File: src/rtl/data_mem_arbiter.sv
// Two-port round-robin arbiter in front of the single-ported data memory.
// Holds the strobes for MEM_LAT cycles, then pulses the owner's ack with registered read data.
module data_mem_arbiter #(
   parameter int AW      = 16,
   parameter int DW      = 16,
   parameter int MEM_LAT = 1
) (
   input  logic          clk,
   input  logic          reset,
   input  logic          p0_req,
   input  logic          p0_we,
   input  logic [AW-1:0] p0_addr,
   input  logic [DW-1:0] p0_wdata,
   output logic          p0_ack,
   output logic [DW-1:0] p0_rdata,
   output logic          cpu_stall,
   input  logic          p1_req,
   input  logic          p1_we,
   input  logic [AW-1:0] p1_addr,
   input  logic [DW-1:0] p1_wdata,
   output logic          p1_ack,
   output logic [DW-1:0] p1_rdata,
   output logic          mem_w,
   output logic          mem_r,
   output logic [AW-1:0] mem_addr,
   output logic [DW-1:0] mem_wdata,
   input  logic [DW-1:0] mem_rdata
);

   typedef enum logic [1:0] {IDLE, ACCESS, DONE} state_t;

   localparam logic [3:0] CNT_INIT = 4'(MEM_LAT - 1);

   state_t        state, state_n;
   logic          owner;
   logic          last;
   logic [3:0]    cnt;
   logic          grant;
   logic          grant_port;
   logic          finish;
   logic          sel_we;
   logic [AW-1:0] sel_addr;
   logic [DW-1:0] sel_wdata;

   assign cpu_stall = p0_req & ~p0_ack;

   always_ff @(posedge clk) begin
      if (reset) state <= IDLE;
      else       state <= state_n;
   end

   // On a tie the port that was not served last wins; last resets to 1 so port 0 wins first.
   always_comb begin
      state_n    = state;
      grant      = 1'b0;
      grant_port = 1'b0;
      finish     = 1'b0;
      case (state)
         IDLE: begin
            if (p0_req && (!p1_req || last)) begin
               grant      = 1'b1;
               grant_port = 1'b0;
               state_n    = ACCESS;
            end else if (p1_req) begin
               grant      = 1'b1;
               grant_port = 1'b1;
               state_n    = ACCESS;
            end
         end
         ACCESS: begin
            if (cnt == '0) begin
               finish  = 1'b1;
               state_n = DONE;
            end
         end
         DONE:    state_n = IDLE;
         default: state_n = IDLE;
      endcase
   end

   always_comb begin
      sel_we    = grant_port ? p1_we    : p0_we;
      sel_addr  = grant_port ? p1_addr  : p0_addr;
      sel_wdata = grant_port ? p1_wdata : p0_wdata;
   end

   // mem_w/mem_addr/mem_wdata double as the latched request fields for the whole access.
   always_ff @(posedge clk) begin
      if (reset) begin
         owner     <= 1'b0;
         last      <= 1'b1;
         cnt       <= '0;
         mem_w     <= 1'b0;
         mem_r     <= 1'b0;
         mem_addr  <= '0;
         mem_wdata <= '0;
         p0_ack    <= 1'b0;
         p1_ack    <= 1'b0;
         p0_rdata  <= '0;
         p1_rdata  <= '0;
      end else begin
         p0_ack <= 1'b0;
         p1_ack <= 1'b0;
         if (grant) begin
            owner     <= grant_port;
            mem_w     <= sel_we;
            mem_r     <= ~sel_we;
            mem_addr  <= sel_addr;
            mem_wdata <= sel_wdata;
            cnt       <= CNT_INIT;
         end else if (state == ACCESS) begin
            if (finish) begin
               mem_w <= 1'b0;
               mem_r <= 1'b0;
               if (owner) begin
                  p1_ack <= 1'b1;
                  if (mem_r) p1_rdata <= mem_rdata;
               end else begin
                  p0_ack <= 1'b1;
                  if (mem_r) p0_rdata <= mem_rdata;
               end
            end else begin
               cnt <= cnt - 4'd1;
            end
         end else if (state == DONE) begin
            last <= owner;
         end
      end
   end

endmodule

File: config.mk
export PLATFORM = sky130hd
export DESIGN_NAME = data_mem_arbiter
export DESIGN_NICKNAME = d
export VERILOG_FILES = /design/src/rtl/data_mem_arbiter.sv
export SDC_FILE = /design/constraint.sdc
export NUM_CORES = 1
export LEC_CHECK = 0
export CAP_MARGIN = 20
export CORE_ASPECT_RATIO = 0.6
export CORE_MARGIN = 5
export CORE_UTILIZATION = 43
export DETAILED_ROUTE_END_ITERATION = 16
export GPL_ROUTABILITY_DRIVEN = 0
export HOLD_SLACK_MARGIN = 0.05
export PLACE_DENSITY = 0.85
export SYNTH_ARGS = -nofsm -noshare
export SYNTH_HDL_FRONTEND = slang
export SYNTH_SLANG_ARGS = --single-unit
File: constraint.sdc
create_clock -name clk -period 5.25 [get_ports clk]
set_input_delay 1.575 -clock clk [delete_from_list [all_inputs] [get_ports clk]]
set_output_delay 1.575 -clock clk [all_outputs]
set_load 0.01 [all_outputs]
# Word level (Yosys, flattened, before mapping)
# Index checks and enable logic that the tools add are counted.
# totals
regBits	76
input_bits	86
output_inout_bits	69
word_cells	59
# op_classes
add_sub_neg	1
eq_ne	4
n_mux	20
bitwise_logic	7
reduce_logical	15
# ops
cell	count
two-way mux 16 bit	2
two-way mux 1 bit	14
AND reduction 5 bit	2
two-way mux 2 bit	3
NOT 1 bit	6
AND reduction 2 bit	3
logical NOT 4 bit	1
case mux 2 bit (2 select lines)	1
nonzero test 2 bit	2
OR reduction 4 bit	1
subtractor 4 x 1 -> 4 bit, second input constant	1
!= test 3 bit, second input constant	1
AND reduction 3 bit	1
== test 2 x 1 -> 1 bit, second input constant	1
== test 2 bit, second input constant	1
logical NOT 2 bit	1
!= test 2 bit, second input constant	1
OR reduction 2 bit	1
bitwise AND 1 bit	1
logical AND 1 bit	1
logical NOT 1 bit	1
logical OR 1 bit	1

# Longest topological paths before layout
# Gate-level depths: netlist (run 1).
# depth
word_depth	8
mapped_depth	9
mapped_depth_nobuf	6

# Least setup slack after synthesis (run 1)
# OpenSTA, ideal clock, no wires.
# synth_timing
path_type	input -> output
from	input p0_req
to	output cpu_stall
t_arrival_ns	1.772
required_ns	3.675
setup_slack_ns	1.903
stages	1
path_buffers	0
path_cell_list	nor2b_1
# synth_via
elab_chain_len	1
# synth_lines
element	line	text
start: declaration	10	input logic p0_req,
bitwise AND 1 bit	45	assign cpu_stall = p0_req & ~p0_ack;
end: declaration	16	output logic cpu_stall,
# Every way passes these cells.

# Final worst setup path (run 1)
# Ends and elaborated chain as after synthesis.

==> results of run 1 <==
## layout make-up
cell class                 instances  area [um^2]
clock buffer                      12          267
clock inverter                     4         70.1
fill                             553         2150
inverter                           7         26.3
multi-input combinational        207         1440
sequential                        76         1520
tap                               91          114
timing repair buffer             157         1570
## sequential cells by signal (all words and copies together), names as in the netlist
| signal | count |
|---|---|
| mem_w | 1 |
| mem_wdata | 16 |
| cnt | 4 |
| mem_addr | 16 |
| state | 2 |
| p0_ack | 1 |
| owner | 1 |
| p1_rdata | 16 |
| mem_r | 1 |
| last | 1 |
| p0_rdata | 16 |
| p1_ack | 1 |
## power by group
group,switching (mW),total (mW),leakage [nW],internal [mW]
sequential,0.0217,0.636,0.620,0.614
combinational,0.112,0.265,1.11,0.154
clock,0.225,0.678,0.169,0.453
total,0.359,1.58,1.90,1.22
## path summary, 6_finish.rpt
| kind | from | endpoint |
|---|---|---|
| max reg2reg | cnt[0] | p0_rdata[11] |
| min | p0_rdata[9] | p0_rdata[9] |
| max | p0_req | cpu_stall |
| min reg2reg | p0_rdata[9] | p0_rdata[9] |
## cell usage after synthesis, drive strengths merged, types with 2 or more instances
cell type | n | area (um^2)
nor2 | 8 | 30.0
nor2b | 2 | 12.5
ha | 2 | 25.0
o2bb2ai | 32 | 280
clkbuf | 9 | 33.8
mux2i | 32 | 320
or3 | 2 | 12.5
dfxtp | 76 | 1520
xnor2 | 2 | 17.5
a21oi | 34 | 245
nand2 | 68 | 305
nand2b | 2 | 12.5
nor3 | 5 | 47.5
inv | 7 | 26.3
buf | 11 | 103
o21ai | 4 | 20.0
nand3 | 2 | 10.0
## worst max-delay path, stage by stage
cell and delay [ns]:
clkdlybuf4s50_1 0.56, nor2b_1 0.16, clkdlybuf4s50_1 0.55
## cells by family (layout without fill, tap and decap cells)
logic type,count (synthesis),in the layout
xor+xnor,3,3
simple gates,94,94
buf+inv,27,180
mux,32,32
fa+ha+maj,2,2
compound gates,76,76
flops,76,76
## placed cells by master, fill, tap and decap left out, drive strengths merged
cell,count
clkinv,2
buf,4
o22ai,1
o2bb2ai,32
a21boi,1
o21ai,4
a211oi,1
inv,7
nand2b,2
nor3,5
nand2,68
clkbuf,12
o21a,1
xor2,1
a21o,1
clkdlybuf4s50,153
nor3b,1
o311ai,1
and2,1
or3,2
or3b,1
nand3b,1
and3,1
bufinv,2
ha,2
dfxtp,76
a21oi,34
nor2b,2
nand3,2
nor2,8
mux2i,32
xnor2,2
## through the flow
stage                     cell area (um^2)  instances  hold slack [ns]  utilization, %  total power, mW
after floorplan                       3110        310            0.473               -            0.757
after global placement                4650        537            0.441            65.0            0.904
after detailed placement              4650        537            0.445            65.0            0.911
after CTS                             4980        553            0.458            69.7             1.59
after global routing                  5000        554            0.469            70.0             1.65
final                                 5000        554            0.460            70.0             1.58
## routing by layer
metal / routed length, um / up-vias / GRT usage, %
met5: 0 / - / 0
met4: 174 / 0 / 7.66
met1: 4050 / 1297 / 24.8
met2: 4080 / 94 / 30.1
met3: 572 / 16 / 6.92
li1: - / 1379 / -
==> impl_metrics.tcl, run 1 <==
set metrics [dict create \
    yosys.area_share.xor_xnor_pct 0.844 \
    seq_area_frac_synth_pct 48.9 \
    vdd_drop_max_v 0.000176 \
    finClkSkew_ns 0.00630 \
    drc 0 \
    maxCapViolCount 0 \
    cts_hold_buf 0 \
    fin_setup_tns_ns 0 \
    crit_required_ns 3.68 \
    status "finished clean" \
    coreArea_um2 7150 \
    htreeDepth 3 \
    antenna_found_initial 0 \
    synth-seq-cells 76 \
    cts-resized-gates 0 \
    area_growth_pct 60.5 \
    finalCriticalPeriod_ns 4.42 \
    synth_nets 398 \
    rows 24 \
    cts_root_buf "clkbuf_16" \
    rsz0062_at_grt "false" \
    startpoint_type "input pin" \
    die_y_um 75.9 \
    grt_max_degree 42 \
    hold_violations 0 \
    p_leak_nw 1.90 \
    grt_pass1_wl_um 14200 \
    tritoncts "done" \
    ant_nets 0 \
    layout_setup_ws_ns 0.834 \
    relSlewSlack_pct 30.7 \
    chipWidth_um 120 \
    min_path_cells 2 \
    dpl.hpwl_um 6590 \
    ys_async_sr_fraction_pct 0 \
    fmax_mhz 226 \
    postCtsSetupBuffers 0 \
    synth_edf_count 0 \
    rr_worst_depth 6 \
    power_density_nw_per_um2 316 \
    wl_per_cell_um 16.0 \
    drt_iter0_drc 131 \
    io_buffers 154 \
    dr.pass1.iters 4 \
    place_ws_ns 0.851 \
    synth_ff_type "dfxtp_1" \
    clkSinkCount 76 \
    setup_viol 0 \
    hold_class "flop to flop" \
    die_area_um2 9100 \
    tightest_slew_ns 1.04 \
    synthMuxAreaShare_pct 10.3 \
    r2r_slack_ns 3.00 \
    worstSetupEndpointType "output port" \
    grt_usage_pct 19.5 \
    nets 546 \
    wl_um 8880 \
    yosys.area_share.simple_pct 15.0 \
    vias 2786 \
    ioPinCount 155 \
    vias_per_cell 5.03 \
    synth_top_family_by_area "compound AO/OA/AOI/OAI gates" \
    insertion_delay_ns 0.33 \
    syn-cell-area_um2 3110 \
    diodes 0 \
    min_period_over_period_pct 84.1 \
    yosysUniqueCellTypes 35 \
    path_max_fanout 5 \
    clock_path_buffers 2 \
    synth_compound_area_share_pct 19.0 \
    arrival_ns 2.84 \
    drive_gt1_share_pct 14.0 \
    crit_type "input pin to output port" \
    synthCells 310 \
    grt-ovfl-total 0 \
    start_util_pct 43.6 \
    finalMaxSlewViolations 0 \
    synthAdderAreaFrac_pct 0.804 \
    syn_area_per_cell_um2 10.0 \
    cts_made_buffers 9 \
    clkTransAtPathRegs_ns 0.06 \
    first_global_vias 2839 \
    yosys_warnings 0 \
]
Power figures use the tool's default switching activity.
==> run 2: changes to the inputs <==
--- a/config.mk
+++ b/config.mk
@@ -8,11 +8,11 @@
 export CAP_MARGIN = 20
 export CORE_ASPECT_RATIO = 0.6
 export CORE_MARGIN = 5
-export CORE_UTILIZATION = 43
+export CORE_UTILIZATION = 40
 export DETAILED_ROUTE_END_ITERATION = 16
 export GPL_ROUTABILITY_DRIVEN = 0
 export HOLD_SLACK_MARGIN = 0.05
-export PLACE_DENSITY = 0.85
+export PLACE_DENSITY = 0.8
 export SYNTH_ARGS = -nofsm -noshare
 export SYNTH_HDL_FRONTEND = slang
 export SYNTH_SLANG_ARGS = --single-unit
==> constraint.sdc (replaced) <==
create_clock -name clk -period 4.15 [get_ports clk]
set_input_delay 1.245 -clock clk [delete_from_list [all_inputs] [get_ports clk]]
set_output_delay 1.245 -clock clk [all_outputs]
set_load 0.01 [all_outputs]
==> run 2 against run 1 <==
Against the previous run: largest cell class unchanged; first-iteration DRC count rose by 22%; clock power rose by 26%; highest routed layer unchanged; non-clock buffer count rose by 1; final area rose by 0.35%; register-to-register slack got worse by 1.1 ns; sequential power rose by 26%; via count fell by 0.93%; global-route usage fell by 1.5 points; routed wire length fell by 1.8%; final cell count rose by 2.5%.
==> impl_metrics.tcl, run 2 (same netlist as run 1, synthesis figures left out) <==
set metrics [dict create \
    status "finished clean" \
    tightest_slew_ns 0.846 \
    p_leak_nw 1.89 \
    clkTransAtPathRegs_ns 0.05 \
    cp-endpoint "cpu_stall" \
    postCtsSetupBuffers 0 \
    antenna_found_initial 0 \
    wl_per_cell_um 15.3 \
    min_period_over_period_pct 89.6 \
    worstSetupEndpointType "output port" \
    final_cell_mix "clkdlybuf4s50_1, dfxtp_1, nand2_1" \
    htreeDepth 3 \
    nets 547 \
    drive_gt1_share_pct 14.0 \
    crit_path_frequent_cell "clkdlybuf4s50_1" \
    slowest_stage "clkdlybuf4s50_1" \
    crit_required_ns 2.90 \
    rsz0062_at_grt "false" \
    drc 0 \
    setup_viol 0 \
    final_common_cell "clkdlybuf4s50_1" \
    relSlewSlack_pct 43.6 \
    clkSinkCount 76 \
    io_buffers 154 \
    finalPower_mw 1.99 \
    cp_cell_sequence "clkdlybuf4s50_1 > nor2b_1 > clkdlybuf4s50_1" \
    fin_setup_tns_ns 0 \
    insertion_delay_ns 0.32 \
    power_density_nw_per_um2 396 \
    rr_worst_depth 6 \
    rows 24 \
    cp-startpoint "p0_req" \
    cts-resized-gates 0 \
    maxCapViolCount 0 \
    critPathBufInv 2 \
    hold_class "flop to flop" \
    crit_family "buffers and inverters" \
    r2r_slack_ns 1.94 \
    reg2reg_to "p0_rdata[11]" \
    grt_usage_pct 17.9 \
    ioPinCount 155 \
    first_global_vias 2737 \
    slowest_delay_ns 0.55 \
    vias 2760 \
    vdd_drop_max_v 0.000251 \
    hold_violations 0 \
    coreArea_um2 7420 \
    tritoncts "done" \
    clock_path_buffers 2 \
    crit_type "input pin to output port" \
    finClkSkew_ns 0.00667 \
    cts_made_buffers 9 \
    cts_root_buf "clkbuf_16" \
    grt_pass1_wl_um 13900 \
    dr.pass1.iters 4 \
    crit_cells 3 \
    start_util_pct 42.0 \
    cts_hold_buf 0 \
    area_growth_pct 61.1 \
    finalCriticalPeriod_ns 3.72 \
    min_path_cells 2 \
    dpl.hpwl_um 6650 \
    startpoint_type "input pin" \
    vias_per_cell 4.86 \
    diodes 0 \
    finalMaxSlewViolations 0 \
    wl_um 8720 \
    drt_iter0_drc 160 \
    arrival_ns 2.48 \
    grt-ovfl-total 0 \
    die_y_um 78.3 \
    ant_nets 0 \
    rr_startpoint "cnt[0]" \
    fmax_mhz 269 \
    grt_max_degree 38 \
    chipWidth_um 124 \
    die_area_um2 9710 \
    path_max_fanout 5 \
]
==> run 2: cell count changes in the layout (fill, tap and decap cells not counted) <==
cell        previous run  this run
clkbuf_1               0         1
clkinvlp_4             0         1
buf_4                  2         4
buf_8                  1         0
clkinv_2               2         0
==> run 2: per-layer routing <==
layer  share of wire [%]  global-route usage [%]  up-vias
met1                  47                    24.1     1294
met3                 6.7                    6.47        4
met4                0.68                    3.93        0
met5                   0                       0        -
li1                    -                       -     1376
met2                  46                    27.8       86
==> run 2: stage by stage <==
stage	worst slack (ns)	instances	hold slack (ns)	utilization, %	cell area, um^2
floorplan	1.46	310	0.473	-	3110
global placement	0.428	552	0.442	63.1	4680
detailed placement	0.418	552	0.446	63.1	4680
CTS	0.420	568	0.458	67.6	5020
global route	0.360	568	0.475	67.6	5020
finish	0.430	568	0.455	67.6	5020
==> run 2: worst register-to-register path, stage by stage, from the launching register on <==
cell     delay (ns)
dfxtp_1        0.33
inv_1          0.08
ha_1           0.14
or3b_1         0.49
or3_1          0.76
nand2_1        0.20
a21oi_1        0.08
==> run 2: how the worst min path moves through the flow <==
stage | startpoint | to | slack [ns]
after floorplan | cnt[3] | cnt[3] | 0.47
after global placement | p1_rdata[5] | p1_rdata[5] | 0.44
after detailed placement | mem_addr[2] | mem_addr[2] | 0.45
after CTS | p0_rdata[1] | p0_rdata[1] | 0.46
after global routing | mem_addr[3] | mem_addr[3] | 0.48
final | p0_rdata[1] | p0_rdata[1] | 0.45
==> run 2: layout make-up <==
class	instances	area [um^2]
clock inverters	3	67.6
fillers	597	2400
inverters	7	26.3
well taps	104	130
multi-input cells	207	1440
repair buffers	158	1570
clock buffers	13	270
flip-flops and latches	76	1520
==> run 2: where the power goes <==
| part | leakage [nW] | switching (mW) | internal (mW) |
|---|---|---|---|
| combinational | 1.11 | 0.141 | 0.193 |
| clock | 0.162 | 0.277 | 0.576 |
| sequential | 0.620 | 0.0265 | 0.776 |
==> RTL change: new RTL, flow settings as in run 2 <==
Set the parameter `AW` to 15 (it was 16).
--- a/src/rtl/data_mem_arbiter.sv
+++ b/src/rtl/data_mem_arbiter.sv
@@ -2,5 +2,5 @@
 // Holds the strobes for MEM_LAT cycles, then pulses the owner's ack with registered read data.
 module data_mem_arbiter #(
-   parameter int AW      = 16,
+   parameter int AW      = 15,
    parameter int DW      = 16,
    parameter int MEM_LAT = 1
Interface: changed (resized mem_addr, p0_addr and p1_addr); port bits go from 155 to 152. No check against the original RTL was run, so the function may have changed too.
==> RTL change against run 2 <==
  * Register-to-register slack got worse by 0.03 ns
  * Worst hold slack barely moved
  * Fmax fell by 0.23%
  * Area after synthesis fell by 1.2%
  * Sequential cell count fell by 1
  * Via count fell by 1.4%
  * Sequential share of layout area rose by 0.27 points
  * Largest power group is now sequential cells
  * Setup slack got worse by 0.0088 ns
  * Design area fell by 2.2%
  * Utilization fell by 1.2 points
  * Largest cell class unchanged
  * Count of clock-buffer cells in the layout fell by 4
  * Wire length fell by 1.0%
  * Power fell by 6.4%
==> RTL change: results (changes against run 2) <==
- Post-synthesis net count: 394 (-1.0%)
- Outcome: complete, no violations
- Layout cell share with drive strength beyond 1: 14.0% (about the same)
- Leading cell type by number of instances after synthesis: sky130_fd_sc_hd__dfxtp_1
- Switching power as a share of total power: 24.0% (+1.7 points)
- Detailed placer's ending HPWL: 6.49 mm (-2.3%)
- Global-route wire length before repair: 13.7 mm (-1.4%)
- Number of different library cells in the post-synthesis netlist: 34 (-2.9%)
- Post-synthesis average cell area: 9.99 sq um (-0.52%)
- Antenna diode count: 0 (unchanged)
- Ys async rst share: 0% (unchanged)
- Number of buffers added on ports: 151 (-1.9%)
- # H-tree levels: 3 (unchanged)
- Cell leakage power: 1.84 nW (-2.7%)
- Final Skew: 0.0140 ns (+0.00735 ns)
- Layout filler cell count: 615 (+3.0%)
- Clock buffer depth: 2 (unchanged)
- Routed via count divided by cell count: 4.85 (-0.18%)
- Detailed router's first-iteration violation count: 108 (-33%)
- Number of standard cells in the layout, taps in and fillers out: 561 (-1.2%)
- Hold Path Class: reg -> reg
- Number of global-route vias before repair: 2773 (+1.3%)
- Synth area leaders: sky130_fd_sc_hd__dfxtp_1 49%, sky130_fd_sc_hd__mux2i_1 10%, sky130_fd_sc_hd__o2bb2ai_1 8.8%, sky130_fd_sc_hd__nand2_1 6.0%, sky130_fd_sc_hd__a21oi_2 5.7%
- Layout Nets: 540 (-1.3%)
- Largest registers ranked by flip-flop count: mem_wdata (16), p0_rdata (16), p1_rdata (16)
- Actual slew at the worst max-slew pin: 0.859 ns (+0.0127 ns)
- Maximum net fanout on the critical path: 5 (unchanged)
- Number of violations of the max-capacitance limit: 0 (unchanged)
- Final WL: 8.63 mm (-1.0%)
- Top cells by count, synth: 75 x sky130_fd_sc_hd__dfxtp_1, 49 x sky130_fd_sc_hd__nand2_1, 31 x sky130_fd_sc_hd__mux2i_1, 31 x sky130_fd_sc_hd__o2bb2ai_1
- Max rail drop VDD: 0.000226 V (-9.9%)
- Number of placed cells counting well taps: 547 (-0.91%)
- Maximum number of pins on one net before global-route repair: 34 (-11%)
- Portion of the post-synthesis area used by sequential elements: 48.8% (-0.074 points)
- Overall Global Routing Usage: 18.0% (+0.11 points)
## RTL change: cell count changes after synthesis
cell / delta
sky130_fd_sc_hd__a21oi_1: +1
sky130_fd_sc_hd__o22ai_1: -1
sky130_fd_sc_hd__mux2i_1: -1
sky130_fd_sc_hd__dfxtp_1: -1
sky130_fd_sc_hd__o2bb2ai_1: -1
sky130_fd_sc_hd__nand2_1: +1
## RTL change: metrics by stage
stage / worst slack [ns] / util [%] / hold slack [ns] / instance area, sq um / total power, mW
after floorplan: 1.46 / - / 0.473 / 3080 / 0.944
after global placement: 0.432 / 62.6 / 0.442 / 4630 / 1.13
after detailed placement: 0.430 / 62.6 / 0.446 / 4630 / 1.14
after CTS: 0.421 / 66.4 / 0.456 / 4910 / 1.88
after global routing: 0.353 / 66.4 / 0.470 / 4910 / 1.95
final: 0.421 / 66.4 / 0.455 / 4910 / 1.86
## RTL change: path summary, 6_finish.rpt
kind	startpoint	end	slack, ns	depth (start not counted)
setup / recovery	p0_req	cpu_stall	0.42	3
hold / removal	p1_rdata[3]$_SDFFE_PP0P_	p1_rdata[3]$_SDFFE_PP0P_	0.45	2
setup reg to reg	cnt[0]$_SDFFE_PP0P_	p1_rdata[8]$_SDFFE_PP0P_	1.91	6
hold reg to reg	p1_rdata[3]$_SDFFE_PP0P_	p1_rdata[3]$_SDFFE_PP0P_	0.45	2
## RTL change: power groups by stage
stage / Sequential (mW) / Clock, mW / Combinational (mW)
after floorplan: 0.823 / 0 / 0.121
after global placement: 0.805 / 0 / 0.328
after detailed placement: 0.807 / 0 / 0.333
after CTS: 0.793 / 0.754 / 0.335
after global routing: 0.799 / 0.794 / 0.357
final: 0.793 / 0.738 / 0.330
## RTL change: layout make-up
type	instances	share of cell area, %
clock buffer	9	4.59
sequential	75	30.6
clock inverter	5	1.15
timing repair buffer	155	31.6
multi-input combinational	206	28.9
inverter	7	0.535
tap	104	2.65
## RTL change: layer usage
| metal | up-vias | part of all wire [%] | track usage, % |
|---|---|---|---|
| met5 | - | 0 | 0 |
| li1 | 1355 | - | - |
| met1 | 1264 | 43 | 21.4 |
| met3 | 2 | 9.9 | 8.58 |
| met2 | 100 | 47 | 29.8 |
| met4 | 0 | 0.54 | 4.20 |
## RTL change: logic make-up after synthesis
family          synth area share (%)
flops                           48.8
fa+ha+maj                      0.813
buf+inv                         5.28
compound gates                  18.9
mux                             10.1
xor+xnor                       0.854
simple gates                    15.3
## RTL change: tightest hold or removal path, cell delays in order, from the launching register on
cell	delay, ns
sky130_fd_sc_hd__dfxtp_1	0.30
sky130_fd_sc_hd__nand2_1	0.05
sky130_fd_sc_hd__a21oi_1	0.05
